$ cat config.mk
export PLATFORM = sky130hd
export DESIGN_NAME = alu_exec_driver
export DESIGN_NICKNAME = d
export VERILOG_FILES = /design/src/rtl/alu_pkg.sv /design/src/rtl/alu_exec_stage_reg.sv /design/src/rtl/alu_exec_driver.sv
export SDC_FILE = /design/constraint.sdc
export NUM_CORES = 1
export LEC_CHECK = 0
export CAP_MARGIN = 25
export CORE_MARGIN = 5
export CORE_UTILIZATION = 43
export DETAILED_ROUTE_END_ITERATION = 10
export GPL_TIMING_DRIVEN = 0
export PLACE_DENSITY = 0.93
export SLEW_MARGIN = 20
export SYNTH_ARGS = -nofsm -noshare
export SYNTH_HDL_FRONTEND = slang
export SYNTH_SLANG_ARGS = --single-unit
export TNS_END_PERCENT = 30
$ cat constraint.sdc
create_clock -name clk -period 1.75 [get_ports clk]
set_clock_uncertainty 0.15 [all_clocks]
set_input_delay 0.2625 -clock clk [delete_from_list [all_inputs] [get_ports clk]]
set_output_delay 0.2625 -clock clk [all_outputs]
set_load 0.1 [all_outputs]
$ cat src/rtl/alu_pkg.sv
// Opcode constants and legality check shared by the ALU and its execute-stage driver.
package alu_pkg;

  localparam int unsigned ALU_OP_W = 4;

  localparam logic [ALU_OP_W-1:0] ALU_ADD = 4'h0;
  localparam logic [ALU_OP_W-1:0] ALU_SUB = 4'h1;
  localparam logic [ALU_OP_W-1:0] ALU_AND = 4'h2;
  localparam logic [ALU_OP_W-1:0] ALU_OR  = 4'h3;
  localparam logic [ALU_OP_W-1:0] ALU_XOR = 4'h4;
  localparam logic [ALU_OP_W-1:0] ALU_NOR = 4'h5;
  localparam logic [ALU_OP_W-1:0] ALU_SLT = 4'h6;
  localparam logic [ALU_OP_W-1:0] ALU_SLL = 4'h7;

  // Legal opcodes occupy the contiguous range ADD..SLL.
  function automatic logic alu_op_legal(input logic [ALU_OP_W-1:0] op);
    return (op <= ALU_SLL);
  endfunction

endpackage

$ cat src/rtl/alu_exec_stage_reg.sv
// Generic valid/ready pipeline register with synchronous flush; full-throughput
// because the slot is refillable in the same cycle it drains.
module alu_exec_stage_reg #(
  parameter int unsigned W = 8
) (
  input  logic         clk,
  input  logic         rst_n,
  input  logic         flush,
  input  logic         upValid,
  output logic         upReady_c,
  input  logic [W-1:0] upData,
  output logic         valid,
  output logic [W-1:0] data,
  input  logic         downReady
);

  assign upReady_c = !valid || downReady;

  // Flush clears occupancy only; payload is left as-is since valid gates it.
  always_ff @(posedge clk or negedge rst_n) begin
    if (!rst_n) begin
      valid <= 1'b0;
      data  <= '0;
    end else if (flush) begin
      valid <= 1'b0;
    end else if (upReady_c) begin
      valid <= upValid;
      if (upValid) begin
        data <= upData;
      end
    end
  end

endmodule

$ cat src/rtl/alu_exec_driver.sv
// Execute-stage initiator: registers operands onto the external ALU (S1) and
// captures its result into the EX/MEM register (S2) with backpressure and flush.
module alu_exec_driver
  import alu_pkg::*;
#(
  parameter int unsigned WIDTH  = 32,
  parameter int unsigned DEST_W = 5,
  parameter int unsigned CNT_W  = 16
) (
  input  logic              clk,
  input  logic              rst_n,
  input  logic              flush,
  input  logic              inValid,
  output logic              inReady,
  input  logic [WIDTH-1:0]  inA,
  input  logic [WIDTH-1:0]  inB,
  input  logic [3:0]        inOp,
  input  logic [DEST_W-1:0] inDest,
  output logic [WIDTH-1:0]  aluInputA,
  output logic [WIDTH-1:0]  aluInputB,
  output logic [31:0]       aluOpCode,
  input  logic [WIDTH-1:0]  aluOut,
  output logic              outValid,
  input  logic              outReady,
  output logic [WIDTH-1:0]  outResult,
  output logic [DEST_W-1:0] outDest,
  output logic              outZero,
  output logic              outIllegal,
  output logic [CNT_W-1:0]  opCount
);

  localparam int unsigned ALU_OPCODE_W = 32;
  localparam int unsigned S1_W = 2 * WIDTH + ALU_OP_W + DEST_W;
  localparam int unsigned S2_W = WIDTH + DEST_W + 2;

  logic              s1Valid;
  logic              s2Valid;
  logic              s2Ready;
  logic [S1_W-1:0]   s1Data;
  logic [S2_W-1:0]   s2Data;
  logic [ALU_OP_W-1:0] s1Op;
  logic [DEST_W-1:0] s1Dest;
  logic              s1Illegal;
  logic              s1Zero;
  logic [WIDTH-1:0]  s1Result;

  alu_exec_stage_reg #(.W(S1_W)) u_s1 (
    .clk       (clk),
    .rst_n     (rst_n),
    .flush     (flush),
    .upValid   (inValid),
    .upReady_c (inReady),
    .upData    ({inA, inB, inOp, inDest}),
    .valid     (s1Valid),
    .data      (s1Data),
    .downReady (s2Ready)
  );

  assign {aluInputA, aluInputB, s1Op, s1Dest} = s1Data;
  assign aluOpCode = ALU_OPCODE_W'(s1Op);

  // Illegal opcodes still retire, with the ALU output discarded.
  always_comb begin
    s1Illegal = !alu_op_legal(s1Op);
    s1Result  = s1Illegal ? '0 : aluOut;
    s1Zero    = (s1Result == '0);
  end

  alu_exec_stage_reg #(.W(S2_W)) u_s2 (
    .clk       (clk),
    .rst_n     (rst_n),
    .flush     (flush),
    .upValid   (s1Valid),
    .upReady_c (s2Ready),
    .upData    ({s1Result, s1Dest, s1Zero, s1Illegal}),
    .valid     (s2Valid),
    .data      (s2Data),
    .downReady (outReady)
  );

  assign {outResult, outDest, outZero, outIllegal} = s2Data;
  assign outValid = s2Valid;

  // Retired-operation counter; a handshake coinciding with flush is not counted.
  always_ff @(posedge clk or negedge rst_n) begin
    if (!rst_n) begin
      opCount <= '0;
    end else if (!flush && s2Valid && outReady) begin
      opCount <= opCount + CNT_W'(1);
    end
  end

endmodule

==> results.cfg, run 1 <==
[run_status]
outcome = complete, but fails checks
violations = negative setup slack

[worst_setup_path]
crit_chain = nor2b_4 > nand2_8 > buf_6
endpoint_kind = primary output
rrSetupSlack_ps = -60
cp_max_fo = 5
critPathTopFamily = flip-flops
worstSetupPathType = flip-flop to primary output
critPathArrivalTime_ps = 1410
worst_path_max_delay_cell = dfrtp_4
cp-start-kind = flip-flop
cp_slowest_stage_delay_ps = 440
crit_buf_inv = 1
worst_ep_required_time_ps = 1340

[power]
peakVddDrop_mv = 0.876
p_per_area_nw_per_um2 = 1460
fin_total_pwr_uw = 13400
power_leakage_uw = 0.00482

[sta]
relSlewSlack_pct = 65.6
hold_viol_final = 0
grt_setup_unrepaired = true
period_share_pct = 104
hold_ws_ps = 233
slew_violations = 0
fmax_mhz = 550
period_needed_ps = 1820
setup_ws_ps = -67.6
setup_violations = 81
tightestPinTransition_ps = 520

[drt]
vias = 4444
vias_per_cell = 4.53
drt-initial-drc-count = 158
drtAntennaViolNets = 0
wirelength_um = 16600
first_pass_iters = 4
wl_per_cell_um = 16.9
route.detailed.drc = 0

[final_layout]
diodes = 0
layout-drive-gt1-share_pct = 45.6
final_cells = 982
final_cell_mix = buf_4 (135), dfrtp_1 (120), clkdlybuf4s50_1 (108), buf_2 (89), nand2_1 (88)
multi_input_area_um2 = 2150
seq_area_um2 = 3270
nets = 896
n_fill_cell = 1095
area_growth_syn_to_layout_pct = 47.7
design_area_um2 = 9200
final_common_cell = buf_4

[logic_synthesis]
synth_flop_cell = dfrtp_1
synthCells = 499
yosysUniqueCellTypes = 34
synth_top_family_by_area = multiplexers
synth_warnings = 0
asyncSetResetFlopFracSynth_pct = 100
yosysSeqAreaShare_pct = 52.2
avgSynthCellArea_um2 = 12.5
synth-simple-area-share_pct = 12.3
synth_compound_area_share_pct = 0.402
syn_area_um2 = 6230
synth_xor_area_share_pct = 2.11
synth_edf_count = 0
synth_seq_cells = 130
synthAdderAreaFrac_pct = 0.201
synth_mux_area_share_pct = 17.4

[global_routing]
grt_pass1_vias = 4787
grt-ovfl-total = 0
grt_max_degree = 69
antenna_found_initial = 0
grt_usage_pct = 19.3
grt_pass1_wl_um = 25100

[flow_run]
maxCapViolations = 0

[clock_tree]
cts_buffers = 17
cts_tree = yes
root_buffer = clkbuf_16
cts_sinks = 130
clk_pin_slew_ps = 60
clockBufferDepth = 2
htree_levels = 4
clkLatencyLatePin_ps = 410

[placed_design]
place_area_um2 = 8960
dp_cells = 945
port_buffers = 234
gp_congestion = 0.833
dpl.hpwl_um = 12400

[floorplan]
die_h_um = 130
core_area_um2 = 14400
start_util_pct = 43.4
die-width_um = 130
io_pins = 263
die_area_um2 = 17000
rows = 44

[hold_path]
hp-class = input pin to asynchronous set/reset pin
[registers in the layout, indices dropped and copies added, names as in the netlist]
signal	count
opCount	16
u_s2.data	39
u_s1.valid	1
u_s2.valid	1
u_s1.data	73
[stage by stage]
step                      TNS, ps  utilization, %  setup slack (ps)
after detailed placement   -68590            62.4              -869
after global routing        -7370            64.0              -112
final                       -3300            64.0             -67.6
after floorplan            -27700               -              -339
after CTS                   -2130            63.8              -136
after global placement    -696400            62.2             -5710
[what timing repair did]
item,in CTS,in global routing
hold buffers,1,0
pin swaps,1,0
buffers inserted,0,2
endpoints found under the hold margin,62,0
endpoints found under the setup margin,228,143
gates cloned,0,2
gates resized for setup,604,59
[power breakdown]
group | internal [µW] | total [µW] | switching (µW) | leakage [µW]
Combinational | 1440 | 5760 | 4320 | 0.00292
Clock | 2570 | 3920 | 1350 | 0.000309
Sequential | 3480 | 3770 | 289 | 0.00159
[cell usage after synthesis, drive strengths merged (2+ instances only)]
cell | count | area share, %
and3 | 2 | 0.20
nand3 | 37 | 3.0
mux2 | 73 | 17
xor2 | 3 | 0.42
nand4 | 6 | 0.70
xnor2 | 12 | 1.7
nand2 | 89 | 5.4
dfrtp | 130 | 52
buf | 109 | 15
nor4 | 9 | 1.1
nor2 | 6 | 0.36
clkbuf | 7 | 0.42
nand3b | 2 | 0.64
[worst paths after layout]
check                      cells after the start            end     startpoint
max                                            3        inReady     u_s2.valid
max reg2reg                                    6  u_s1.data[21]     u_s2.valid
min                                            2  u_s1.data[15]          rst_n
max in group asynchronous                      3     u_s2.valid          rst_n
min reg2reg                                    2  u_s2.data[21]  u_s2.data[21]
min in group clk                               3  u_s2.data[37]     aluOut[30]
[kinds of logic after synthesis]
group                      count (synthesis)
AOI/OAI and AO/OA                          4
xor gates and xnor gates                  15
adders and majority gates                  1
buffers and inverters                    118
DFF                                      130
muxes                                     73
other                                      1
and+or+nand+nor                          157
[per-layer routing]
metal	global-route usage, %	part of all wire (%)	vias up
met5	0	0	-
met4	6.17	1.5	0
met3	7.33	10	25
met2	33.6	51	195
met1	21.9	38	2113
li1	-	-	2111
[worst reg2reg max path, delay by kind of cell, from the launching register on]
kind / cells / cell delay, ps
buffers and inverters: 2 / 320
multiplexers: 1 / 310
AND/OR/NAND/NOR: 3 / 480
flip-flops: 1 / 440
[layout make-up]
cell class | count | share of cell area [%]
sequential | 130 | 35.5
multi-input combinational | 278 | 23.4
timing repair buffer | 240 | 20.9
buffer | 116 | 10.5
clock buffer | 19 | 4.81
tap | 184 | 2.50
clock inverter | 13 | 2.27
inverter | 2 | 0.0816
(Power assumes the default switching activity.)
==> run 2: changes to the inputs <==
- CORE_UTILIZATION: 43 -> 35
- PLACE_DENSITY: 0.93 -> 0.8
==> results.cfg, run 2 (synthesized netlist as in run 1, its figures left out) <==
[global_routing]
use_met2_pct = 27.1
grt_max_degree = 68
use_met3_pct = 7.25
grt_usage_pct = 15.9
antenna_found_initial = 0
grtUsageMet1_pct = 18.4
top_usage_layer = met2
grt-ovfl-total = 0
grt_pass1_wl_um = 25300
grt_pass1_vias = 4704

[floorplan]
start_util_pct = 35.9
rows = 48
core_area_um2 = 17400
die_h_um = 143
io_pins = 263
die_area_um2 = 20600
die-width_um = 143

[drt]
vias = 4463
drtAntennaViolNets = 0
route.detailed.drc = 0
drt-initial-drc-count = 142
first_pass_iters = 4
vias_per_cell = 4.35
wl_per_cell_um = 16.5
wirelength_um = 17000

[clock_tree]
clockBufferDepth = 2
cts_buffers = 17
clkLatencyLatePin_ps = 410
root_buffer = clkbuf_16
htree_levels = 4
cts_tree = yes
cts_sinks = 130
clk_pin_slew_ps = 60

[sta]
relSlewSlack_pct = 64.8
slew_violations = 0
period_needed_ps = 1770
tightestPinTransition_ps = 532
hold_viol_final = 0
period_share_pct = 101
fmax_mhz = 564
setup_violations = 54
tns_ps = -763
setup_ws_ps = -24.0
grt_setup_unrepaired = true

[power]
power_switching_share_pct = 45.5
netSwitchingPower_uw = 6010
peakVddDrop_mv = 0.901
power_leakage_uw = 0.00483
internal_power_uw = 7190
p_comb_share_pct = 43.8
power_frac_seq_pct = 28.5
p_per_area_nw_per_um2 = 1420
pwr-share-clk_pct = 27.7

[final_layout]
n_fill_cell = 1539
reg.largest.list = u_s1.data (73), u_s2.data (39), opCount (16)
final_cell_mix = buf_4 (137), dfrtp_1 (120), clkdlybuf4s50_1 (108), buf_2 (89), nand2_1 (88)
diodes = 0
largest_reg_flops = 73
area_growth_syn_to_layout_pct = 48.8
final_common_cell = buf_4
nets = 900
layout-drive-gt1-share_pct = 45.9
top_register = u_s1.data
fin_util_pct = 53.4

[worst_setup_path]
rrSetupSlack_ps = -20
endpoint_kind = flip-flop
crit_chain = nor2b_4 > nand2_8 > nand3b_4 > buf_12 > buf_12 > mux2_4
worstSetupPathType = flip-flop to flip-flop
cp_slowest_stage_delay_ps = 410
critPathArrivalTime_ps = 1910
worst_ep_required_time_ps = 1890
r2r_cells = 6
worst_path_max_delay_cell = dfrtp_4
cp_common_cell = buf_12
cp_max_fo = 10
cp-start-kind = flip-flop

[placed_design]
gp_congestion = 0.828
dpl.hpwl_um = 12600
port_buffers = 234

[run_status]
outcome = complete, but fails checks
violations = negative setup slack

[hold_path]
hp-class = input pin to asynchronous set/reset pin

[flow_run]
maxCapViolations = 0
## run 2: cell count changes in the layout (fill, tap and decap cells not counted), moves of 2 or more
cell / previous run / this run
inv_6: 0 / 6
clkinv_4: 3 / 0
buf_4: 135 / 137
buf_6: 5 / 3
bufinv_16: 5 / 3
clkbuf_16: 19 / 21
## run 2: cell type report
cell class              count  area [µm²]  share of cell area (%)
clock inverters            14         178                    1.92
well taps                 225         282                    3.04
clock buffers              18         429                    4.63
repair buffers            244        2000                    21.6
flip-flops and latches    130        3270                    35.3
plain buffers             116         958                    10.3
multi-input cells         278        2150                    23.2
inverters                   2        7.51                  0.0810
## run 2: stage by stage
stage               instances  hold slack [ps]  setup WS [ps]  area (µm²)  power, µW
floorplan                 526             -183           -339        6360       8440
global placement          985              297          -6070        8980       9840
detailed placement        986             88.5           -868        9020       9910
CTS                      1019              243          -72.7        9180      13300
global route             1027              258          -96.3        9270      13700
finish                   1027              226          -24.0        9270      13200
## run 2: timing repair
item / 4_1_cts / 5_1_grt
setup endpoints to repair: 230 / 154
cloned: 0 / 4
pin swaps: 1 / 1
setup buffers: 0 / 4
hold buffers: 1 / 0
endpoints found under the hold margin: 63 / 0
resized for setup: 612 / 54
## run 2: worst paths after layout
path	startpoint	end
worst min register to register	u_s2.data[29]	u_s2.data[29]
worst min-delay path	rst_n	u_s1.data[21]
max in group asynchronous	rst_n	u_s2.data[18]
min in group clk	aluOut[9]	u_s2.data[16]
worst max-delay path	u_s2.valid	u_s1.data[19]
worst max register to register	u_s2.valid	u_s1.data[19]
## run 2: layer usage
metal | wire length, µm | up-vias | share of wire, %
li1 | - | 2121 | -
met1 | 6600 | 2126 | 39
met2 | 8180 | 203 | 48
met3 | 2010 | 13 | 12
met4 | 168 | 0 | 0.99
met5 | 0 | - | 0
## run 2: power by group through the flow
stage	Clock (µW)	Sequential, µW	Combinational [µW]
finish	3660	3760	5780
CTS	3760	3770	5790
global route	3900	3820	5970
detailed placement	0	3810	6090
global placement	0	3790	6050
floorplan	0	5230	3210
## run 2: critical path, delay by kind of cell (launching register included)
family	cells	cell delay (ps)
and+or+nand+nor	3	470
DFF	1	410
muxes	1	300
buffers and inverters	2	320
